<file path="src/rtl/mem_stage.sv">
// Memory-access pipeline stage. It waits for data-SRAM responses, aligns and extends load data,
// forwards results to ID and drops stale responses that belong to flushed requests.
module mem_stage #(
    parameter int PASS_W = 120
) (
    input  logic                  clk,
    input  logic                  reset,
    input  logic                  ex_to_mem_valid,
    output logic                  mem_allowin,
    input  logic [76+PASS_W-1:0]  ex_to_mem_bus,
    input  logic                  data_sram_data_ok,
    input  logic [31:0]           data_sram_rdata,
    input  logic                  wb_allowin,
    output logic                  mem_to_wb_valid,
    output logic [70+PASS_W-1:0]  mem_to_wb_bus,
    output logic [38:0]           mem_to_id_bus,
    output logic                  mem_ex_hint,
    input  logic                  wb_flush
);
    // Once the named fields are packed, both bus widths leave PASS_W-2 bits of opaque sideband.
    localparam int SIDE_W = PASS_W - 2;

    typedef struct packed {
        logic [31:0]       pc;
        logic              rf_we;
        logic [4:0]        rf_waddr;
        logic [31:0]       alu_result;
        logic [4:0]        ld_op;      // one-hot {b, bu, h, hu, w}
        logic              mem_req;
        logic              excep_en;
        logic              ertn;
        logic [SIDE_W-1:0] pass;
    } ex_bus_t;

    typedef struct packed {
        logic              rf_we;
        logic [4:0]        rf_waddr;
        logic [31:0]       rf_wdata;
        logic [31:0]       pc;
        logic              excep_en;
        logic              ertn;
        logic [SIDE_W-1:0] pass;
    } wb_bus_t;

    ex_bus_t     w_ex;
    ex_bus_t     r_pl;
    wb_bus_t     w_wb;
    logic        r_mem_valid;
    logic        r_wait_data;
    logic [1:0]  r_discard_cnt;
    logic [31:0] r_hold_data;

    logic        w_resp_mine;
    logic        w_ready_go;
    logic        w_accept;
    logic        w_kill_wait;
    logic        w_kill_enter;
    logic        w_stale;
    logic [2:0]  w_cnt_raw;
    logic [1:0]  w_cnt_next;
    logic [31:0] w_rdata;
    logic [7:0]  w_byte;
    logic [15:0] w_half;
    logic [31:0] w_rf_wdata;
    logic        w_fwd_we;
    logic        w_fwd_pending;

    assign w_ex = ex_bus_t'(ex_to_mem_bus);

    // A response is ours only once every stale response ahead of it has been swallowed.
    assign w_resp_mine     = r_wait_data & data_sram_data_ok & (r_discard_cnt == 2'd0);
    assign w_ready_go      = ~r_wait_data | w_resp_mine;
    assign mem_allowin     = ~r_mem_valid | (w_ready_go & wb_allowin);
    assign w_accept        = ex_to_mem_valid & mem_allowin & ~wb_flush;
    assign mem_to_wb_valid = r_mem_valid & w_ready_go & ~wb_flush;

    assign w_kill_wait  = wb_flush & r_wait_data & ~w_resp_mine;
    assign w_kill_enter = wb_flush & ex_to_mem_valid & mem_allowin & w_ex.mem_req;
    assign w_stale      = data_sram_data_ok & (r_discard_cnt != 2'd0);
    assign w_cnt_raw    = {1'b0, r_discard_cnt} + {2'b00, w_kill_wait}
                        + {2'b00, w_kill_enter} - {2'b00, w_stale};
    assign w_cnt_next   = (w_cnt_raw > 3'd3) ? 2'd3 : w_cnt_raw[1:0];

    always_ff @(posedge clk) begin
        if (reset) begin
            r_mem_valid   <= 1'b0;
            r_wait_data   <= 1'b0;
            r_discard_cnt <= 2'd0;
            // NOTE: the payload and hold data are reset as well so every output is defined right
            // after reset; this is a handful of flops, not a memory array.
            r_pl          <= '0;
            r_hold_data   <= '0;
        end else begin
            // NOTE: non-blocking assignments throughout; where a signal is assigned twice below,
            // the later assignment wins, which is how accept overrides the hold-capture clear.
            r_discard_cnt <= w_cnt_next;
            if (wb_flush)
                r_mem_valid <= 1'b0;
            else if (mem_allowin)
                r_mem_valid <= ex_to_mem_valid;
            if (w_resp_mine) begin
                r_hold_data <= data_sram_rdata;
                r_wait_data <= 1'b0;
            end
            if (wb_flush)
                r_wait_data <= 1'b0;
            if (w_accept) begin
                r_pl        <= w_ex;
                r_wait_data <= w_ex.mem_req & ~w_ex.excep_en;
            end
        end
    end

    assert property (@(posedge clk) disable iff (reset) w_cnt_raw <= 3'd3);

    // Live SRAM data while waiting; the hold register once the response has been taken.
    assign w_rdata = r_wait_data ? data_sram_rdata : r_hold_data;

    always_comb begin
        w_byte = w_rdata[7:0];
        case (r_pl.alu_result[1:0])
            2'd0: w_byte = w_rdata[7:0];
            2'd1: w_byte = w_rdata[15:8];
            2'd2: w_byte = w_rdata[23:16];
            2'd3: w_byte = w_rdata[31:24];
            default: w_byte = w_rdata[7:0];
        endcase
        w_half     = r_pl.alu_result[1] ? w_rdata[31:16] : w_rdata[15:0];
        w_rf_wdata = r_pl.alu_result;
        if (r_pl.ld_op[4])
            w_rf_wdata = {{24{w_byte[7]}}, w_byte};
        else if (r_pl.ld_op[3])
            w_rf_wdata = {24'd0, w_byte};
        else if (r_pl.ld_op[2])
            w_rf_wdata = {{16{w_half[15]}}, w_half};
        else if (r_pl.ld_op[1])
            w_rf_wdata = {16'd0, w_half};
        else if (r_pl.ld_op[0])
            w_rf_wdata = w_rdata;
    end

    assign w_fwd_we      = r_mem_valid & r_pl.rf_we & ~r_pl.excep_en;
    assign w_fwd_pending = w_fwd_we & r_wait_data & (|r_pl.ld_op);
    assign mem_to_id_bus = w_fwd_we ? {1'b1, r_pl.rf_waddr, w_rf_wdata, w_fwd_pending} : 39'd0;
    assign mem_ex_hint   = r_mem_valid & (r_pl.excep_en | r_pl.ertn);

    assign w_wb.rf_we    = r_pl.rf_we & ~r_pl.excep_en;
    assign w_wb.rf_waddr = r_pl.rf_waddr;
    assign w_wb.rf_wdata = w_rf_wdata;
    assign w_wb.pc       = r_pl.pc;
    assign w_wb.excep_en = r_pl.excep_en;
    assign w_wb.ertn     = r_pl.ertn;
    assign w_wb.pass     = r_pl.pass;
    assign mem_to_wb_bus = w_wb;
endmodule
</file>
<file path="config.mk">
export PLATFORM = sky130hd
export DESIGN_NAME = mem_stage
export DESIGN_NICKNAME = d
export VERILOG_FILES = /design/src/rtl/mem_stage.sv
export SDC_FILE = /design/constraint.sdc
export NUM_CORES = 1
export LEC_CHECK = 0
export ABC_CLOCK_PERIOD_IN_PS = 3400
export BUFFER_PORTS_ARGS = -buffer_cell sky130_fd_sc_hd__buf_2
export CORE_ASPECT_RATIO = 0.9
export CORE_MARGIN = 4
export CORE_UTILIZATION = 25
export CTS_BUF_LIST = sky130_fd_sc_hd__clkbuf_8 sky130_fd_sc_hd__clkbuf_16
export DETAILED_ROUTE_END_ITERATION = 10
export HOLD_SLACK_MARGIN = 0.15
export PLACE_DENSITY_LB_ADDON = 0.08
export SYNTH_ARGS = -nofsm -noshare
export SYNTH_HDL_FRONTEND = slang
export SYNTH_SLANG_ARGS = --single-unit
</file>
<file path="constraint.sdc">
create_clock -name clk -period 3.4 [get_ports clk]
set_clock_uncertainty 0.1 [all_clocks]
set_input_delay 0.68 -clock clk [delete_from_list [all_inputs] [get_ports clk]]
set_output_delay 0.68 -clock clk [all_outputs]
set_load 0.01 [all_outputs]
</file>
# --- Yosys cells after proc, flatten, opt, wreduce, memory -nomap -nowiden ---
# Index checks and enable logic that the tools add are counted.
totals:
  reg_bits: 231
  in_bits: 234
  out_inout_bits: 232
  wordCells: 67
op_classes:
  addsub: 3
  magnitude_cmp: 1
  n_eq_ne: 3
  mux: 13
  bitwise: 29
  n_reduce_logical: 6
ops:
  columns: ["operator", "n"]
  rows:
  - ["$mux 32", 6]
  - ["$mux 39", 1]
  - ["$pmux 8 s4", 1]
  - ["$and 1x1->1", 20]
  - ["$mux 16", 1]
  - ["$not 1->1", 6]
  - ["$reduce_or 5->1", 1]
  - ["$eq 2x2->1 const B", 2]
  - ["$logic_not 2->1", 2]
  - ["$add 2x1->3", 1]
  - ["$add 3x1->3", 1]
  - ["$gt 3x2->1 const B", 1]
  - ["$mux 1", 3]
  - ["$or 1x1->1", 3]
  - ["$reduce_bool 3->1", 1]
  - ["$sub 3x1->3", 1]
  - ["$eq 2x1->1 const B", 1]
  - ["$mux 2", 1]
  - ["$reduce_bool 2->1", 1]
  - ["$reduce_or 2->1", 1]

# --- Depth between registers and ports, before layout ---
# Gate-level depths: netlist (run 1).
depth:
  depth_word: 11
  mapped_depth: 11
  ltp_nobuf: 10

# --- Worst setup path before layout (run 1) ---
# OpenSTA, ideal clock, no wires.
synth_path:
  path_type: "input to register"
  start: "input data_sram_data_ok"
  end: "register r_discard_cnt[0]"
  setup_ns: 0.128
  arrival_time_ns: 2.339
  required_ns: 3.172
  slack_ns: 0.833
  stages: 10
  path_buffers: 0
  path_cell_list: "nor3b_4 -> nor2_1 -> nand2_1 -> ha_1 -> inv_1 -> fa_1 -> fa_1 -> xnor2_1 -> nor2_1 -> nor2_1"
synth_between:
  elab_chain_cells: 11
  elab_cells_between_ends: 15
  classes_between: "add/sub (3); order compare (1); mux (1); bitwise (10)"
synth_rtl:
  columns: ["element", "line", "rtl"]
  rows:
  - ["start: declaration", "11", "input logic data_sram_data_ok,"]
  - ["$and 1x1->1 (2 in series)", "71", "assign w_resp_mine = r_wait_data & data_sram_data_ok & (r_discard_cnt == 2'd0);"]
  - ["$or 1x1->1", "72", "assign w_ready_go = ~r_wait_data | w_resp_mine;"]
  - ["$and 1x1->1", "73", "assign mem_allowin = ~r_mem_valid | (w_ready_go & wb_allowin);"]
  - ["$or 1x1->1", "73", null]
  - ["$and 1x1->1 (2 in series)", "78", "assign w_kill_enter = wb_flush & ex_to_mem_valid & mem_allowin & w_ex.mem_req;"]
  - ["$add 3x1->3", "81", "+ {2'b00, w_kill_enter} - {2'b00, w_stale};"]
  - ["$sub 3x1->3 *", "81", null]
  - ["$gt 3x2->1", "82", "assign w_cnt_next = (w_cnt_raw > 3'd3) ? 2'd3 : w_cnt_raw[1:0];"]
  - ["$mux 2 *", "82", null]
  - ["end signal: assignment", "96", "r_discard_cnt <= w_cnt_next;"]
  - ["end: declaration", "50", "logic [1:0] r_discard_cnt;"]
# Mark *: on every way between the ends. The rest lies on a longest branch, timed or not.
# A chain may end at the register's enable or synchronous reset.

# --- Worst setup path in the final report (run 1) ---
layout_path:
  start: "register r_pl[127] (netlist name)"
  end: "output mem_to_id_bus[1]"
layout_between:
  elab_chain_cells: 6
  elab_cells_between_ends: 11
  classes_between: "eq/ne (3); mux (7); reduce/logical (1)"
layout_rtl:
  columns: ["element", "line", "rtl"]
  rows:
  - ["start: declaration", "46", "ex_bus_t r_pl;"]
  - ["start signal: assignment", "108", "r_pl <= w_ex;"]
  - ["branches (longest 4 deep; another with $mux 32)", null, null]
  - ["$mux 32 *", "130", "if (r_pl.ld_op[4])"]
  - ["$mux 39 *", "144", "assign mem_to_id_bus = w_fwd_we ? {1'b1, r_pl.rf_waddr, w_rf_wdata, w_fwd_pending} : 39'd0;"]
  - ["end: declaration", "16", "output logic [38:0] mem_to_id_bus,"]
# Mark *: on every way between the ends.

==> results of run 1 <==
registers in the layout (all words and copies together) (netlist names):
| name | flops |
|---|---|
| mem_to_wb_bus | 157 |
| r_pl | 38 |
| r_hold_data | 32 |
| r_discard_cnt | 2 |
| r_mem_valid | 1 |
| r_wait_data | 1 |
critical path: stages, from the launching register on:
cell     delay [ps]
dfxtp_1         670
buf_4           310
mux4_2          380
and2_1          180
o21ai_1         150
a31oi_1         100
buf_2           160
cells by family (layout without fill, tap and decap cells):
group	after synthesis	in the layout	synth area share
and+or+nand+nor	557	557	0.240
buffers and inverters	274	553	0.139
muxes	245	245	0.200
DFF	231	231	0.347
AOI/OAI and AO/OA	152	152	0.0688
adders and majority gates	3	3	0.00395
xor gates and xnor gates	1	1	0.000658
other	0	6	0
power breakdown:
part / internal [uW] / switching (uW) / leakage [uW]
registers: 2840 / 98.5 / 0.00189
clock network: 1660 / 1230 / 0.000463
logic: 539 / 622 / 0.00449
total: 5040 / 1950 / 0.00684
layer usage:
layer	global-route usage	up-vias
met5	0	-
li1	-	5219
met4	0.0399	14
met2	0.237	297
met3	0.0414	64
met1	0.192	4874
worst max-delay path by stage:
stage	from	endpoint	slack, ps	cells past startpoint
after floorplan	data_sram_data_ok	r_discard_cnt[0]$_SDFF_PP0_	830	10
after global placement	data_sram_rdata[31]	mem_to_id_bus[27]	520	6
after detailed placement	data_sram_rdata[15]	mem_to_id_bus[11]	480	6
after CTS	r_mem_valid$_SDFFE_PP0N_	mem_to_id_bus[29]	20	5
after global routing	r_pl[127]$_SDFFE_PP0P_	mem_to_wb_bus[162]	2	5
final	r_pl[127]$_SDFFE_PP0P_	mem_to_id_bus[1]	90	6
cells in the final DEF, fill, tap and decap left out, types with 5 or more instances in the layout:
cell       Yosys  routed
nand2b_1     391     391
buf_2          8     464
nor2_1        58      58
clkbuf_16      0      29
a211oi_1      34      34
buf_4        164      23
a21oi_1       54      53
o21ai_1       43      43
a211oi_2       5       5
dfxtp_1      231     229
mux4_2        16      16
o21ai_0        6       6
inv_1          4      14
and3_1         7       7
diode_2        0       6
nand2_1       71      71
mux2i_1      225     225
nor2b_1        6       6
buf_12         0      12
what timing repair did:
item | CTS | global route
cloned | 0 | 0
resized for setup | 1 | 1
endpoints found under the setup margin | 10 | 16
final cells by class:
type	count	share of cell area
Tap cell	688	0.0538
Timing Repair Buffer	500	0.172
Clock inverter	15	0.00571
Multi-Input combinational cell	958	0.429
Antenna cell	6	0.000939
Clock buffer	32	0.0480
Inverter	6	0.00141
Sequential cell	231	0.290
synth_stat cells (2+ instances only):
| master | number | area (um2) |
|---|---|---|
| nand2b_1 | 391 | 2450 |
| dfxtp_1 | 231 | 4620 |
| mux2i_1 | 225 | 2250 |
| buf_4 | 164 | 1230 |
| nand2_1 | 71 | 267 |
| clkbuf_1 | 70 | 263 |
| nor2_1 | 58 | 218 |
| a21oi_1 | 54 | 270 |
| o21ai_1 | 43 | 215 |
| a211oi_1 | 34 | 255 |
| buf_6 | 23 | 259 |
| mux4_2 | 16 | 360 |
| buf_2 | 8 | 40.0 |
| and3_1 | 7 | 43.8 |
| nor2b_1 | 6 | 37.5 |
| o21ai_0 | 6 | 30.0 |
| a211oi_2 | 5 | 62.6 |
| inv_1 | 4 | 15.0 |
| nor3_1 | 4 | 20.0 |
| mux2_2 | 3 | 33.8 |
| nand3_1 | 3 | 15.0 |
| o21ai_2 | 3 | 26.3 |
| or2_2 | 3 | 18.8 |
| and2_1 | 2 | 12.5 |
| buf_8 | 2 | 30.0 |
| fa_1 | 2 | 40.0 |
| inv_2 | 2 | 7.51 |
| nand2_2 | 2 | 12.5 |
| nor3b_1 | 2 | 15.0 |
| o21a_1 | 2 | 15.0 |
through the flow:
step                power [uW]  hold slack [ps]  instances  setup slack [ps]
floorplan                 3800              334       1463               833
global placement          4180              349       2383               519
detailed placement        4180              355       2383               481
CTS                       7180              221       2430              18.6
global route              7370              245       2435              1.83
finish                    7000              267       2436              88.8
==> flow_metrics.tcl, run 1 <==
set metrics [dict create \
    status "completed" \
    met2_length_mm 20.7 \
    rsz0062_at_grt "false" \
    r2r-start "r_wait_data$_SDFFE_PP0P_" \
    dieArea_um2 57000 \
    holdPathStages 3 \
    row_count 79 \
    grt_usage 0.146 \
    finalSetupViolCount 0 \
    place.gp.congestion 0.848 \
    synthArstFlopShare 0 \
    grt_start_max_net_pins 122 \
    cts.sinks 231 \
    maxCapViolations 0 \
    tritoncts "yes" \
    die_y_um 227 \
    fillCellCount 5593 \
    nNetsFinal 1963 \
    tightestPinTransition_ps 642 \
    crit_type "flop to output port" \
    fin_util 0.306 \
    grt_overflow 0 \
    slew-limit-headroom 0.572 \
    top_layer "met5" \
    synth_flop_cell "dfxtp_1" \
    synth_cells 1463 \
    cts.hold.buffers_added 0 \
    wire_per_inst_um 18.2 \
    final.setup.tns_ps 0 \
    rrSetupSlack_ps 850 \
    min_from "ex_to_mem_valid" \
    vias 10500 \
    fmax_mhz 302 \
    grt_pass1_vias 10500 \
    min_period_over_period 0.974 \
    syn_nets 1700 \
    multi_input_area_um2 6850 \
    critical_path.max_fanout 11 \
    drive_above_1_share 0.333 \
    reg2regPathDepth 9 \
    wl_met3_mm 3.02 \
    clockBufferDepth 3 \
    seq_area_um2 4630 \
    syn_to_final_growth_pct 20.1 \
    slew_viol_final 0 \
    drc 0 \
    core_area_um2 52200 \
    leakage_uw 0.00684 \
    ir_worst_vdd_uv 348 \
    final_hold_viol_count 0 \
    crit_arrival_ps 2530 \
    cts-root-buf "clkbuf_16" \
    io_pins 466 \
    reg2reg_to "r_discard_cnt[0]$_SDFF_PP0_" \
    synth_edf_count 0 \
    yosysSeqAreaShare 0.347 \
    routed_via_density 4.30 \
    wirelength_mm 44.3 \
    io_buffers 465 \
    htreeDepth 1 \
    post-route-min-period_ps 3310 \
    initial_core_util 0.255 \
    power.density_nw_per_um2 438 \
    grt_pass1_wl_mm 65.2 \
    cp-start-kind "flop" \
    antenna_found_initial 14 \
    min_path_type "input port to flop" \
    drt_iter0_drc 447 \
    required_ps 2620 \
    syn_area_per_cell_um2 9.10 \
    postRouteAntennaNets 0 \
    syn_area_um2 13300 \
    post_cts_buffers 0 \
    dpl_cell_area_um2 15100 \
    clk_pin_slew_ps 60 \
    worst_skew_pair.late_latency_ps 560 \
    dp_hpwl_mm 33.5 \
    synth.distinct_cells 47 \
    numCtsBuffers 29 \
    first_pass_iters 5 \
    die_x_um 251 \
    ys_seq_elements 231 \
    wl_met1_mm 19.5 \
    holdPathEnd "r_mem_valid$_SDFFE_PP0N_" \
    end_kind "output port" \
    fin_area_um2 16000 \
    yosysWarnings 0 \
]
(Power assumes the default switching activity.)
==> inputs of run 2 (changes only) <==
CORE_MARGIN = not set   (was 4)
==> run 2 against run 1 <==
Against the previous run:
- combinational power is essentially flat
- hold slack is essentially flat
- routed wire length shrank 2.4%
- cell count shrank 0.16%
- design area is essentially flat
- total power grew 4.5%
- sequential power is essentially flat
- via count is essentially flat
- first-iteration DRC count shrank 3.6%
- non-clock buffer count shrank 8
- count of clock-buffer cells in the layout grew 6
- core utilization grew 0.065 points
- critical path type unchanged
- critical endpoint is now mem_to_id_bus[31]
- highest routed layer unchanged
==> flow_metrics.tcl, run 2 (synthesis results as in run 1) <==
set metrics [dict create \
    min_from "ex_to_mem_valid" \
    worst_skew_pair.late_latency_ps 560 \
    clk_pin_slew_ps 60 \
    tritoncts "yes" \
    tightestPinTransition_ps 828 \
    crit_arrival_ps 2510 \
    grt_usage 0.154 \
    ir_worst_vdd_uv 337 \
    fillCellCount 5569 \
    drt_iter0_drc 431 \
    core_area_um2 52100 \
    largest_reg_flops 157 \
    post_cts_buffers 0 \
    end_kind "output port" \
    die_y_um 221 \
    antenna_found_initial 9 \
    min_period_over_period 0.967 \
    leakage_uw 0.00685 \
    slew-limit-headroom 0.448 \
    cts_resized 1 \
    power.density_nw_per_um2 457 \
    required_ps 2620 \
    cp-start-kind "flop" \
    wire_per_inst_um 17.8 \
    place.gp.congestion 0.807 \
    dp_hpwl_mm 31.8 \
    grt_pass1_vias 10100 \
    cts.sinks 231 \
    postRouteAntennaNets 0 \
    first_pass_iters 4 \
    status "completed" \
    post-route-min-period_ps 3290 \
    initial_core_util 0.255 \
    grt_pass1_wl_mm 64.3 \
    critPathMaxStageDelay_ps 540 \
    crit_chain "mux4_2 -> mux2_4 -> nand3_4 -> o21ai_1 -> buf_2" \
    wirelength_mm 43.2 \
    finalSetupViolCount 0 \
    htreeDepth 1 \
    min_path_type "input port to flop" \
    reg2regPathDepth 9 \
    routed_via_density 4.31 \
    row_count 79 \
    vias 10500 \
    critical_path.max_fanout 24 \
    slowest_stage "mux4_2" \
    drc 0 \
    io_buffers 465 \
    final_cell_mix "464 x buf_2, 391 x nand2b_1, 228 x dfxtp_1, 225 x mux2i_1, 71 x nand2_1" \
    dpl_cell_area_um2 15000 \
    final.setup.tns_ps 0 \
    dieArea_um2 54200 \
    r2r-start "r_wait_data$_SDFFE_PP0P_" \
    io_pins 466 \
    fin_area_um2 16000 \
    cts-root-buf "clkbuf_16" \
    syn_to_final_growth_pct 20.2 \
    maxCapViolations 0 \
    die_x_um 245 \
    crit_end "mem_to_id_bus[31]" \
    crit_type "flop to output port" \
    rsz0062_at_grt "true" \
    grt_start_max_net_pins 165 \
    cts.hold.buffers_added 0 \
    crit_start "r_wait_data$_SDFFE_PP0P_" \
    slew_viol_final 0 \
    mostFrequentLayoutCell "buf_2" \
    fmax_mhz 304 \
    reg2reg_to "r_discard_cnt[0]$_SDFF_PP0_" \
    final_hold_viol_count 0 \
    grt_overflow 0 \
    clockBufferDepth 3 \
    drive_above_1_share 0.335 \
    numCtsBuffers 30 \
    fin_util 0.307 \
    nNetsFinal 1956 \
    rrSetupSlack_ps 830 \
]
-- run 2: cell types whose count changed in the layout (fill, tap and decap cells not counted), moves of 2 or more --
cell,change
buf_12,-5
clkbuf_8,+5
clkinv_2,+5
buf_4,-4
diode_2,-4
inv_1,-3
clkbuf_16,+2
-- run 2: how the worst min path moves through the flow --
stage                                                  to  slack [ps]  cells past startpoint
after global placement        r_hold_data[1]$_SDFFE_PP0P_         340                      2
final                            r_mem_valid$_SDFFE_PP0N_         270                      3
after global routing      mem_to_wb_bus[127]$_SDFFE_PP0P_         240                      3
after detailed placement      r_hold_data[1]$_SDFFE_PP0P_         350                      2
after floorplan               r_hold_data[1]$_SDFFE_PP0P_         330                      2
after CTS                 mem_to_wb_bus[117]$_SDFFE_PP0P_         220                      3
-- run 2: stage by stage --
step	hold WS (ps)	cells	power [uW]	worst slack [ps]
3_5_place_dp	354	2375	4160	469
6_report	267	2432	7310	113
4_1_cts	219	2430	7490	21.7
3_3_place_gp	342	2375	4160	505
2_1_floorplan	334	1463	3800	833
5_1_grt	235	2431	7700	-10.9
-- run 2: worst max-delay path, delay by kind of cell, from the launching register on --
kind | cells | cell delay (ps)
flops | 1 | 500
compound gates | 1 | 130
simple gates | 1 | 280
mux | 2 | 870
buf+inv | 1 | 160
-- run 2: metal layers --
metal | share of wire | wire length [um] | global-route usage
met1 | 0.45 | 19400 | 0.203
met2 | 0.47 | 20100 | 0.250
met3 | 0.064 | 2780 | 0.0387
met4 | 0.021 | 912 | 0.0349
met5 | 0.0018 | 77 | 0
-- run 2: where the power goes --
part | total (uW) | leakage (uW) | internal (uW) | switching [uW]
Clock | 3220 | 0.000529 | 1940 | 1290
Sequential | 2940 | 0.00189 | 2840 | 93.9
Combinational | 1150 | 0.00443 | 526 | 623
Total | 7310 | 0.00685 | 5310 | 2000
-- run 2: final cells by class --
cell class / count / area (um2) / area share
clock buffers: 38 / 872 / 0.0545
flip-flops and latches: 231 / 4630 / 0.290
repair buffers: 492 / 2630 / 0.164
multi-input cells: 958 / 6850 / 0.428
diodes: 2 / 5.00 / 0.000313
clock inverters: 17 / 126 / 0.00790
well taps: 688 / 861 / 0.0538
inverters: 6 / 22.5 / 0.00141
==> inputs of run 3 (changes only) <==
BUFFER_PORTS_ARGS = -buffer_cell sky130_fd_sc_hd__clkbuf_2   (was -buffer_cell sky130_fd_sc_hd__buf_2)
==> run 3 against run 2 <==
Against the previous run:
- via count shrank 1.2%
- hold slack got worse by 26 ps
- first-iteration DRC count increased by 24%
- highest routed layer unchanged
- critical path depth is the same
- critical path type unchanged
==> flow_metrics.tcl, run 3 (synthesis results as in run 1) <==
set metrics [dict create \
    power_frac_comb 0.157 \
    clk_pin_slew_ps 60 \
    vias 10300 \
    cts.hold.buffers_added 0 \
    maxCapViolations 0 \
    first_pass_iters 4 \
    grt_usage 0.153 \
    nNetsFinal 1957 \
    drt_iter0_drc 534 \
    mostFrequentLayoutCell "clkbuf_2" \
    reg2regPathDepth 9 \
    swShare 0.277 \
    r2r-start "r_wait_data$_SDFFE_PP0P_" \
    required_ps 2620 \
    power.density_nw_per_um2 458 \
    clockBufferDepth 3 \
    crit_type "flop to output port" \
    worst_skew_pair.late_latency_ps 550 \
    preCtsSetupSlack_ps 499 \
    cp-start-kind "flop" \
    cts_resized 1 \
    grt_start_max_net_pins 146 \
    place.gp.congestion 0.806 \
    final_hold_viol_count 0 \
    wire_per_inst_um 17.7 \
    die_y_um 221 \
    min_from "data_sram_rdata[1]" \
    rrSetupSlack_ps 830 \
    ir_worst_vdd_uv 340 \
    tightestPinTransition_ps 885 \
    critical_path.max_fanout 17 \
    switching_power_uw 2030 \
    status "completed" \
    core_area_um2 52100 \
    dp_hpwl_mm 32.0 \
    slew_viol_final 0 \
    fmax_mhz 303 \
    cts.sinks 231 \
    seqPwrFrac 0.402 \
    post_cts_buffers 0 \
    post-route-min-period_ps 3300 \
    min_path_type "input port to flop" \
    dieArea_um2 54200 \
    cts-root-buf "clkbuf_16" \
    grt_pass1_vias 10200 \
    clock_power_share 0.442 \
    io_buffers 465 \
    rsz0062_at_grt "false" \
    antenna_found_initial 7 \
    drc 0 \
    tritoncts "yes" \
    wirelength_mm 43.0 \
    largest_reg_flops 157 \
    grt_pass1_wl_mm 64.1 \
    final_cell_mix "464 x clkbuf_2, 391 x nand2b_1, 229 x dfxtp_1, 225 x mux2i_1, 71 x nand2_1" \
    postRouteAntennaNets 0 \
    slew-limit-headroom 0.410 \
    io_pins 466 \
    initial_core_util 0.255 \
    min_period_over_period 0.970 \
    crit_arrival_ps 2520 \
    leakage_uw 0.00672 \
    syn_to_final_growth_pct 20.3 \
    drive_above_1_share 0.335 \
    end_kind "output port" \
    worst_slack_ps 103 \
    numCtsBuffers 30 \
    reg2reg_to "r_discard_cnt[1]$_SDFF_PP0_" \
    htreeDepth 1 \
    holdPathEnd "r_hold_data[1]$_SDFFE_PP0P_" \
    final.setup.tns_ps 0 \
    routed_via_density 4.25 \
    finalSetupViolCount 0 \
    die_x_um 245 \
    internal-power_uw 5300 \
    grt_overflow 0 \
    row_count 79 \
    holdPathStages 3 \
]
[run 3: cell types whose count changed in the layout (fill, tap and decap cells not counted), sizes merged]
cell	previous run	this run
buf	491	28
clkbuf	39	503
clkinv	8	6
clkinvlp	0	1
diode	2	3
inv	13	15
[run 3: power by group through the flow]
stage               clock network [uW]  registers (uW)  logic (uW)
floorplan                            0            2970         831
global placement                     0            3000        1160
detailed placement                   0            3000        1160
CTS                               3390            2950        1170
global route                      3500            2960        1260
finish                            3240            2940        1150
[run 3: worst max-delay path, stage by stage, from the launching register on]
cell	delay, ps
dfxtp_1	560
buf_4	350
mux4_2	410
a21oi_1	330
o21ai_1	130
clkbuf_2	150
[run 3: through the flow]
| stage | cell area (um2) | cells | hold WS, ps | util | total power, uW |
|---|---|---|---|---|---|
| after floorplan | 13300 | 1463 | 334 | - | 3800 |
| after global placement | 15000 | 2376 | 340 | 0.288 | 4160 |
| after detailed placement | 15000 | 2376 | 350 | 0.288 | 4170 |
| after CTS | 16000 | 2432 | 187 | 0.307 | 7500 |
| after global routing | 16000 | 2434 | 209 | 0.307 | 7710 |
| final | 16000 | 2435 | 241 | 0.307 | 7330 |
[run 3: how the worst max path moves through the flow]
stage	start	endpoint	slack [ps]	depth (start not counted)
2_1_floorplan	data_sram_data_ok	r_discard_cnt[0]$_SDFF_PP0_	830	10
3_5_place_dp	data_sram_rdata[31]	mem_to_id_bus[27]	500	6
4_1_cts	r_mem_valid$_SDFFE_PP0N_	mem_to_id_bus[27]	80	5
5_1_grt	r_pl[123]$_SDFFE_PP0P_	mem_to_id_bus[1]	6	6
6_report	r_pl[127]$_SDFFE_PP0P_	mem_to_id_bus[15]	100	5
3_3_place_gp	data_sram_rdata[31]	mem_to_id_bus[9]	540	6
[run 3: per-layer routing]
layer | track usage | routed length, um | up-vias
met5 | 0 | 55 | -
met1 | 0.201 | 19500 | 4797
met2 | 0.248 | 20000 | 284
met3 | 0.0394 | 2670 | 57
li1 | - | - | 5203
met4 | 0.0363 | 851 | 8
[run 3: layout make-up]
type                    instances  area [um2]
diodes                          3        7.51
clock buffers                  38         861
clock inverters                18         153
fillers                      5575       36100
inverters                       6        22.5
multi-input cells             958        6850
flip-flops and latches        231        4630
well taps                     688         861
repair buffers                493        2620
